**config.mk**
```make
export PLATFORM = sky130hd
export DESIGN_NAME = scoreboard_display_scan
export DESIGN_NICKNAME = d
export VERILOG_FILES = /design/src/rtl/scoreboard_pkg.sv /design/src/rtl/scoreboard_refresh_tick.sv /design/src/rtl/scoreboard_display_scan.sv
export SDC_FILE = /design/constraint.sdc
export NUM_CORES = 1
export LEC_CHECK = 0
export CAP_MARGIN = 40
export CORE_ASPECT_RATIO = 1.5
export CORE_UTILIZATION = 35
export DETAILED_ROUTE_END_ITERATION = 8
export GPL_ROUTABILITY_DRIVEN = 0
export SYNTH_ARGS = -nofsm -noshare
export SYNTH_HDL_FRONTEND = slang
export SYNTH_HIERARCHICAL = 1
export SYNTH_SLANG_ARGS = --single-unit
```
**constraint.sdc**
```tcl
create_clock -name clk -period 2.45 [get_ports clk]
set_input_delay 0.49 -clock clk [delete_from_list [all_inputs] [get_ports clk]]
set_output_delay 0.49 -clock clk [all_outputs]
set_load 0.005 [all_outputs]
```
**src/rtl/scoreboard_pkg.sv**
```systemverilog
// Shared definitions for the scoreboard controller and the display scan block:
// digit count, segment bus width, blank drive levels, digit indices and the
// one-cold digit-enable helper.
package scoreboard_pkg;

  localparam int NUM_DIGITS = 6;
  localparam int SEG_W      = 7;
  localparam int IDX_W      = 3;

  typedef logic [SEG_W-1:0]      seg_t;
  typedef logic [NUM_DIGITS-1:0] an_t;
  typedef logic [IDX_W-1:0]      idx_t;

  localparam seg_t SEG_OFF_N = 7'h7F;
  localparam an_t  AN_OFF_N  = 6'h3F;

  // Digit positions, leftmost (0) to rightmost (5)
  localparam idx_t DIG_PTS2  = 3'd0;
  localparam idx_t DIG_PTS1  = 3'd1;
  localparam idx_t DIG_PTS0  = 3'd2;
  localparam idx_t DIG_TMR1  = 3'd3;
  localparam idx_t DIG_TMR0  = 3'd4;
  localparam idx_t DIG_LEVEL = 3'd5;

  // Active-low enable with only digit i pulled low
  function automatic an_t an_onecold(input idx_t i);
    return AN_OFF_N & ~(an_t'(1) << i);
  endfunction

endpackage

```
**src/rtl/scoreboard_refresh_tick.sv**
```systemverilog
// Slot timer for the display scan: counts 0..REFRESH_DIV-1, flags the last
// cycle of a slot (wrap) and the leading anti-ghosting guard cycles.
module scoreboard_refresh_tick #(
  parameter int REFRESH_DIV  = 50000,
  parameter int GUARD_CYCLES = 2
) (
  input  logic clk,
  input  logic rst_n,
  output logic slot_first,
  output logic wrap,
  output logic in_guard
);

  localparam int CNT_W = (REFRESH_DIV > 2) ? $clog2(REFRESH_DIV) : 1;

  logic [CNT_W-1:0] cnt_p0;

  assign slot_first = (cnt_p0 == '0);
  assign wrap       = (cnt_p0 == CNT_W'(REFRESH_DIV - 1));

  generate
    if (GUARD_CYCLES == 0) begin : g_no_guard
      assign in_guard = 1'b0;
    end else begin : g_guard
      assign in_guard = (cnt_p0 < CNT_W'(GUARD_CYCLES));
    end
  endgenerate

  // Free-running slot cycle counter
  always_ff @(posedge clk or negedge rst_n) begin
    if (!rst_n) begin
      cnt_p0 <= '0;
    end else if (wrap) begin
      cnt_p0 <= '0;
    end else begin
      cnt_p0 <= cnt_p0 + CNT_W'(1);
    end
  end

endmodule

```
**src/rtl/scoreboard_display_scan.sv**
```systemverilog
// Multiplexed common-anode 7-segment driver for the scoreboard: snapshots the
// six digit buses once per frame and lights one digit per slot, with blank
// guard cycles at the start of each slot.
// Optional feature macro SCOREBOARD_DONE_BLINK_EN: when the captured done flag
// is set, the second half of every blink period is blanked.
module scoreboard_display_scan
  import scoreboard_pkg::*;
#(
  parameter int REFRESH_DIV  = 50000,
  parameter int GUARD_CYCLES = 2,
  parameter int BLINK_FRAMES = 64
) (
  input  logic             clk,
  input  logic             rst_n,
  input  logic             done,
  input  logic [SEG_W-1:0] seg7_points_2,
  input  logic [SEG_W-1:0] seg7_points_1,
  input  logic [SEG_W-1:0] seg7_points_0,
  input  logic [SEG_W-1:0] seg7_timer_1,
  input  logic [SEG_W-1:0] seg7_timer_0,
  input  logic [SEG_W-1:0] seg7_level,
  output logic [SEG_W-1:0] seg_n,
  output logic [NUM_DIGITS-1:0] an_n,
  output logic             frame_start
);

  localparam int FRAME_W = $clog2(BLINK_FRAMES);

  localparam logic [0:0] ST_GUARD = 1'b0;
  localparam logic [0:0] ST_ON    = 1'b1;

  generate
    if (REFRESH_DIV < 2) begin : g_bad_div
      $error("REFRESH_DIV must be at least 2");
    end
    if (GUARD_CYCLES < 0 || GUARD_CYCLES >= REFRESH_DIV) begin : g_bad_guard
      $error("GUARD_CYCLES must be in 0..REFRESH_DIV-1");
    end
    if (BLINK_FRAMES < 2 || (BLINK_FRAMES % 2) != 0) begin : g_bad_blink
      $error("BLINK_FRAMES must be even and at least 2");
    end
  endgenerate

  logic slot_first, slot_wrap, in_guard;

  scoreboard_refresh_tick #(
    .REFRESH_DIV  (REFRESH_DIV),
    .GUARD_CYCLES (GUARD_CYCLES)
  ) u_tick (
    .clk        (clk),
    .rst_n      (rst_n),
    .slot_first (slot_first),
    .wrap       (slot_wrap),
    .in_guard   (in_guard)
  );

  // ---- stage p0: digit index, frame counter, snapshot ----
  idx_t                          idx_p0;
  logic [FRAME_W-1:0]            frame_cnt_p0;
  logic [NUM_DIGITS-1:0][SEG_W-1:0] snap_p0;
  logic [NUM_DIGITS-1:0][SEG_W-1:0] bus_in;
  logic [NUM_DIGITS-1:0][SEG_W-1:0] snap_cur;
  logic                          frame_first;
  logic                          frame_last;
  logic                          blank_frame;
  logic [0:0]                    state;

  assign frame_first = slot_first && (idx_p0 == DIG_PTS2);
  assign frame_last  = slot_wrap && (idx_p0 == DIG_LEVEL);

  always_comb begin
    bus_in           = '0;
    bus_in[DIG_PTS2]  = seg7_points_2;
    bus_in[DIG_PTS1]  = seg7_points_1;
    bus_in[DIG_PTS0]  = seg7_points_0;
    bus_in[DIG_TMR1]  = seg7_timer_1;
    bus_in[DIG_TMR0]  = seg7_timer_0;
    bus_in[DIG_LEVEL] = seg7_level;
  end

  // The capture cycle itself already displays the freshly captured data
  assign snap_cur = frame_first ? bus_in : snap_p0;

  // Digit slot index, advances on each slot wrap
  always_ff @(posedge clk or negedge rst_n) begin
    if (!rst_n) begin
      idx_p0 <= DIG_PTS2;
    end else if (slot_wrap) begin
      idx_p0 <= (idx_p0 == DIG_LEVEL) ? DIG_PTS2 : idx_p0 + idx_t'(1);
    end
  end

  // Frame counter steps at the end of a frame so the new value holds from frame_start
  always_ff @(posedge clk or negedge rst_n) begin
    if (!rst_n) begin
      frame_cnt_p0 <= '0;
    end else if (frame_last) begin
      frame_cnt_p0 <= (frame_cnt_p0 == FRAME_W'(BLINK_FRAMES - 1)) ? '0
                                                                    : frame_cnt_p0 + FRAME_W'(1);
    end
  end

  // Whole-frame snapshot of the digit buses, taken on slot 0 cycle 0
  always_ff @(posedge clk or negedge rst_n) begin
    if (!rst_n) begin
      snap_p0 <= '0;
    end else if (frame_first) begin
      snap_p0 <= bus_in;
    end
  end

`ifdef SCOREBOARD_DONE_BLINK_EN
  logic done_p0;
  logic done_cur;

  assign done_cur    = frame_first ? done : done_p0;
  assign blank_frame = done_cur && (frame_cnt_p0 >= FRAME_W'(BLINK_FRAMES / 2));

  // Game-over flag, captured with the digit snapshot
  always_ff @(posedge clk or negedge rst_n) begin
    if (!rst_n) begin
      done_p0 <= 1'b0;
    end else if (frame_first) begin
      done_p0 <= done;
    end
  end
`else
  logic unused_blink;

  assign blank_frame  = 1'b0;
  assign unused_blink = ^{done, frame_cnt_p0};
`endif

  assign state = (in_guard || blank_frame) ? ST_GUARD : ST_ON;

  // ---- stage p1: registered pin drive ----
  always_ff @(posedge clk or negedge rst_n) begin
    if (!rst_n) begin
      an_n        <= AN_OFF_N;
      seg_n       <= SEG_OFF_N;
      frame_start <= 1'b0;
    end else begin
      frame_start <= frame_first;
      if (state == ST_ON) begin
        an_n  <= an_onecold(idx_p0);
        seg_n <= ~snap_cur[idx_p0];
      end else begin
        an_n  <= AN_OFF_N;
        seg_n <= SEG_OFF_N;
      end
    end
  end

endmodule
```
==> impl_metrics.json, run 1 <==
{
  "status": "finished clean",
  "grt_max_degree": 48,
  "cts_tree": "done",
  "ios": 59,
  "hold_viol_final": 0,
  "dpl_cell_area_mm2": 0.004312,
  "first_iter_violations": 97,
  "finalMaxSlewViolations": 0,
  "endpoint_kind": "flop",
  "worst_slew_margin_rel_pct": 72.26,
  "worstPathCellList": "nor4_1 -> nand4_1 -> nor2_1 -> and2_4 -> buf_4 -> mux2_4",
  "grt_pass1_vias": 2373,
  "fmax_mhz": 495.6,
  "min_period_ns": 2.018,
  "io_buffers": 57,
  "synth_top_area_share_pct": 42.71,
  "wl_per_cell_um": 15.34,
  "post-cts-setup-buffers": 0,
  "mostFrequentLayoutCells": "dfrtp_1 (62), clkdlybuf4s50_1 (56), mux2_4 (39)",
  "diodes": 0,
  "synth_seq_area_share_pct": 52.12,
  "switching_share_pct": 19.72,
  "dpl.cell_count": 442,
  "synthDistinctLibCells": 37,
  "setup_viol": 0,
  "vias": 2216,
  "synth_area_leaders": "dfrtp_1 (43%), mux2_4 (16%), dfstp_2 (9.4%), mux2i_1 (5.8%), buf_12 (2.8%)",
  "leakage_nw": 1.920,
  "fp.dieW_um": 85.18,
  "cp_slowest_cell": "dfrtp_1",
  "p_clk_share_pct": 48.2,
  "tns_ns": 0,
  "coreArea_mm2": 0.01008,
  "synth_warnings": 6,
  "wirelength_um": 7025,
  "rows": 45,
  "synthesis.nets": 320,
  "antenna_found_initial": 0,
  "fin_cells": 458,
  "syn-cell-area_mm2": 0.003632,
  "cts_sinks": 75,
  "initial_core_util_pct": 36.04,
  "crit_type": "reg -> reg",
  "required_ns": 2.67,
  "cap_violations": 0,
  "ctsResizeCount": 0,
  "path_max_fanout": 9,
  "dp_hpwl_um": 5133,
  "post-route-period-util_pct": 82.36,
  "syn_avg_cell_area_um2": 13.35,
  "area_delta_synth_final_pct": 27.63,
  "drc": 0,
  "clkTransAtPathRegs_ns": 0.06,
  "postSynthCellCount": 272,
  "grt_overflow_total": 0,
  "clockBufferDepth": 2,
  "synth_seq_cells": 75,
  "design_area_mm2": 0.004636,
  "layout_commonest_cell": "dfrtp_1",
  "yosys.area.top_type": "dfrtp_1",
  "pwr-share-comb_pct": 6.3,
  "postCtsHoldBufs": 0,
  "chipHeight_um": 126.8,
  "clk_latency_ns": 0.33,
  "p_sw_uw": 567.3,
  "power_density_mw_per_mm2": 620.7,
  "drive_gt1_share_pct": 26.69,
  "vias_per_cell": 4.838,
  "worstPathArrival_ns": 2.23,
  "grt_pass1_wl_um": 11870,
  "intPower_mw": 2.310,
  "seqPwrFrac_pct": 45.5,
  "rsz0062_at_grt": "no",
  "hold_class": "in -> async",
  "dieArea_mm2": 0.01080,
  "first_pass_iters": 4,
  "ant_nets": 0,
  "tritoncts.num_buffers": 9,
  "critPathMaxStageDelay_ns": 0.42,
  "cp-start-kind": "flop",
  "grt_usage_pct": 14.70,
  "cts_root_buf": "clkbuf_16",
  "layout.nets": 384,
  "htree_levels": 3,
  "fin_worst_skew_ns": 0.007310,
  "worst_pin_slew_ns": 0.4137,
  "ir_drop_mv": 0.3311
}
-- logic make-up (layout without fill, tap and decap cells) --
logic type                 Yosys count  in the layout  share of synthesized area [%]
AOI/OAI and AO/OA                   23             23                          3.720
xor gates and xnor gates            15             15                          3.617
adders and majority gates            3              3                          1.034
buffers and inverters               20             89                          4.685
DFF                                 75             75                          52.12
muxes                               64             64                          23.15
and+or+nand+nor                     72             72                          11.68
-- layout make-up --
class | count | area, um2
Sequential cell | 75 | 1893
Multi-Input combinational cell | 177 | 1569
Fill cell | 927 | 5443
Timing Repair Buffer | 67 | 680.7
Clock inverter | 3 | 43.79
Inverter | 6 | 22.52
Tap cell | 117 | 146.4
Clock buffer | 13 | 280.3
-- Yosys cell counts --
master / instances
a211oi_1: 7
a21o_1: 1
a21oi_1: 8
and2_1: 1
and2_4: 1
and4_1: 1
buf_12: 5
buf_2: 2
buf_4: 1
buf_6: 1
clkbuf_1: 5
dfrtp_1: 62
dfstp_2: 13
ha_1: 3
inv_1: 6
mux2_2: 4
mux2_4: 39
mux2i_1: 21
nand2_1: 11
nand2b_1: 2
nand3_1: 3
nand3_4: 1
nand3b_1: 1
nand4_1: 4
nand4_2: 1
nand4_4: 1
nor2_1: 22
nor2_2: 1
nor2b_1: 2
nor3_1: 8
nor3_4: 1
nor3b_1: 7
nor4_1: 2
nor4_2: 2
o21ai_0: 7
xnor2_1: 9
xor2_1: 6
-- flip-flops by register name (all words and copies together), names as in the netlist --
signal	cells
an_n	6
frame_start	1
idx_p0	3
seg_n	7
snap_p0	42
u_tick/cnt_p0	16
-- through the flow --
stage | hold slack, ns | utilization (%) | power, mW | setup slack [ns]
after floorplan | 0.1944 | - | 1.387 | 0.2471
after global placement | 0.4403 | 42.78 | 1.512 | 0.4584
after detailed placement | 0.4405 | 42.78 | 1.516 | 0.4354
after CTS | 0.07817 | 46.00 | 2.927 | 0.4127
after global routing | 0.1000 | 46.00 | 2.984 | 0.2055
final | 0.07413 | 46.00 | 2.877 | 0.4321
-- metal layers --
layer	share of wire, %	vias up	global-route usage [%]
met1	41	1084	16.79
met2	55	41	25.66
met4	2.7	0	8.375
met3	2.2	11	2.537
met5	0	-	0
li1	-	1080	-
-- final timing paths --
check                                            start                     endpoint  slack [ns]  depth (start not counted)
hold reg to reg                  snap_p0[36]$_DFF_PN0_        snap_p0[36]$_DFF_PN0_        0.51                          1
setup reg to reg           u_tick/cnt_p0[10]$_DFF_PN0_         snap_p0[0]$_DFF_PN0_        0.43                          6
setup / recovery           u_tick/cnt_p0[10]$_DFF_PN0_         snap_p0[0]$_DFF_PN0_        0.43                          6
max in group asynchronous                        rst_n           seg_n[4]$_DFF_PN1_        1.74                          2
hold / removal                                   rst_n  u_tick/cnt_p0[12]$_DFF_PN0_        0.07                          1
min in group clk                 snap_p0[36]$_DFF_PN0_        snap_p0[36]$_DFF_PN0_        0.51                          1
-- worst max-delay path, delay by kind of cell, from the launching register on --
kind                   cells  cell delay (ns)
and+or+nand+nor            4             0.92
DFF                        1             0.42
muxes                      1             0.32
buffers and inverters      1             0.23
-- power groups by stage --
stage	clock, mW	sequential (mW)	combinational, mW
floorplan	0	1.32	0.0640
global placement	0	1.33	0.184
detailed placement	0	1.33	0.187
CTS	1.43	1.31	0.187
global route	1.47	1.31	0.201
finish	1.39	1.31	0.182
Note: power is estimated with default switching activity, not from simulation.
==> run 2, diff against run 1 <==
==> constraint.sdc (replaced) <==
create_clock -name clk -period 1.78 [get_ports clk]
set_input_delay 0.356 -clock clk [delete_from_list [all_inputs] [get_ports clk]]
set_output_delay 0.356 -clock clk [all_outputs]
set_load 0.005 [all_outputs]
==> impl_metrics.json, run 2 (synthesized netlist as in run 1, its figures left out) <==
{
  "worst_slew_margin_rel_pct": 67.36,
  "pwr-share-comb_pct": 6.3,
  "dp_hpwl_um": 5374,
  "status": "finished, violations left",
  "cts_tree": "done",
  "ir_drop_mv": 0.4770,
  "hold_viol_final": 0,
  "grt_pass1_wl_um": 12180,
  "io_buffers": 57,
  "worst_pin_slew_ns": 0.4897,
  "leakage_nw": 2.061,
  "antenna_found_initial": 0,
  "dieArea_mm2": 0.01080,
  "layout.nets": 408,
  "ant_nets": 0,
  "area_delta_synth_final_pct": 34.45,
  "hold_path_depth": 1,
  "post-route-util_pct": 48.45,
  "cp_slowest_cell": "dfrtp_1",
  "finalMaxSlewViolations": 0,
  "fp.dieW_um": 85.18,
  "crit_start": "u_tick/cnt_p0[10]$_DFF_PN0_",
  "power_density_mw_per_mm2": 829.7,
  "vias": 2310,
  "setup_viol": 42,
  "reg2reg_depth": 6,
  "largest_reg_flops": 42,
  "path_max_fanout": 18,
  "reg2reg_from": "u_tick/cnt_p0[10]$_DFF_PN0_",
  "layout_commonest_cell": "dfrtp_1",
  "cap_violations": 0,
  "dpl_worst_slack_ns": -0.1524,
  "chipHeight_um": 126.8,
  "diodes": 0,
  "rrSetupSlack_ns": -0.13,
  "clkTransAtPathRegs_ns": 0.06,
  "crit_type": "reg -> reg",
  "fmax_mhz": 524.8,
  "min_to": "snap_p0[0]$_DFF_PN0_",
  "mostFrequentLayoutCells": "dfrtp_1 (62), clkdlybuf4s50_1 (56), mux2_4 (42)",
  "first_iter_violations": 66,
  "critPathMaxStageDelay_ns": 0.40,
  "worstPathCellList": "nor4_4 -> nand4_1 -> nor2_2 -> and2_4 -> buf_12 -> mux2_4",
  "p_clk_share_pct": 49.2,
  "htree_levels": 3,
  "fin_ws_ns": -0.1253,
  "clk_latency_ns": 0.34,
  "tritoncts.num_buffers": 9,
  "worstPathArrival_ns": 2.12,
  "rows": 45,
  "rsz0062_at_grt": "yes",
  "grt_max_degree": 38,
  "intPower_mw": 3.248,
  "cp-start-kind": "flop",
  "endpoint_kind": "flop",
  "initial_core_util_pct": 36.04,
  "grt_overflow_total": 0,
  "cts_root_buf": "clkbuf_16",
  "seqPwrFrac_pct": 44.5,
  "hold_class": "reg -> reg",
  "switching_share_pct": 19.83,
  "drive_gt1_share_pct": 32.33,
  "p_sw_uw": 803.5,
  "grt_usage_pct": 14.97,
  "clockBufferDepth": 2,
  "first_pass_iters": 2,
  "rr_endpoint": "snap_p0[11]$_DFF_PN0_",
  "vias_per_cell": 4.793,
  "fin_worst_skew_ns": 0.008127,
  "wl_per_cell_um": 15.23,
  "coreArea_mm2": 0.01008,
  "ios": 59,
  "drc": 0,
  "reg_top3": "snap_p0: 42 flops, u_tick/cnt_p0: 16 flops, seg_n: 7 flops",
  "cts_sinks": 75,
  "post-route-period-util_pct": 107.0,
  "required_ns": 2.00,
  "regMostFlops": "snap_p0",
  "violations": "negative setup slack",
  "wirelength_um": 7343,
  "min_period_ns": 1.905,
  "grt_pass1_vias": 2412,
  "hold_start": "snap_p0[0]$_DFF_PN0_"
}
-- run 2: changes by cell type in the layout (fill, tap and decap cells not counted), sizes merged --
cell         before  now
clkbuf           13   12
clkinv            2    1
buf              11   34
bufinv            1    2
clkinvlp          0    1
dlygate4sd3       0    1
-- run 2: power groups by stage --
stage	sequential, mW	clock, mW	combinational [mW]
after floorplan	1.82	0	0.0881
after global placement	1.83	0	0.254
after detailed placement	1.83	0	0.259
after CTS	1.80	2.04	0.263
after global routing	1.81	2.13	0.281
final	1.80	1.99	0.257
-- run 2: metal layers --
metal / vias to the layer above / GRT usage (%) / routed length, um
met3: 10 / 4.750 / 240
met2: 34 / 24.43 / 3833
met5: - / 0 / 0
li1: 1130 / - / -
met4: 0 / 5.982 / 132
met1: 1136 / 18.26 / 3137
-- run 2: through the flow --
step | power, mW | setup TNS [ns] | hold slack, ns | instances | cell area [um2]
after global routing | 4.217 | -8.596 | 0.5214 | 482 | 4883
after global placement | 2.084 | -5.065 | 0.3489 | 463 | 4488
final | 4.052 | -4.159 | 0.5099 | 482 | 4883
after floorplan | 1.909 | -5.846 | 0.06041 | 272 | 3649
after CTS | 4.103 | -3.959 | 0.5146 | 482 | 4868
after detailed placement | 2.090 | -5.403 | 0.3594 | 463 | 4488
-- run 2: area by class of cell --
class / count / area [um2]
tap: 117 / 146.4
clock buffer: 12 / 256.5
multi-input combinational: 177 / 1609
fill: 898 / 5195
timing repair buffer: 91 / 883.3
inverter: 6 / 22.52
sequential: 75 / 1893
clock inverter: 4 / 72.57
-- run 2: critical path, delay by kind of cell (launching register included) --
family / cells / cell delay [ns]
multiplexers: 1 / 0.31
AND/OR/NAND/NOR: 4 / 0.87
buffers and inverters: 1 / 0.19
flip-flops: 1 / 0.40
-- run 2: worst max path at each step --
stage | endpoint | slack (ns)
2_1_floorplan | snap_p0[0]$_DFF_PN0_ | -0.15
3_3_place_gp | snap_p0[9]$_DFF_PN0_ | -0.14
3_5_place_dp | snap_p0[22]$_DFF_PN0_ | -0.15
4_1_cts | snap_p0[22]$_DFF_PN0_ | -0.12
5_1_grt | snap_p0[25]$_DFF_PN0_ | -0.22
6_report | snap_p0[11]$_DFF_PN0_ | -0.13
-- run 2: what timing repair did --
action | 4_1_cts | 5_1_grt
gates resized for setup | 6 | 12
pin swaps | 1 | 8
cloned | 0 | 0
hold buffers | 1 | 0
buffers inserted | 2 | 1
setup endpoints to repair | 42 | 53
endpoints found under the hold margin | 11 | 0
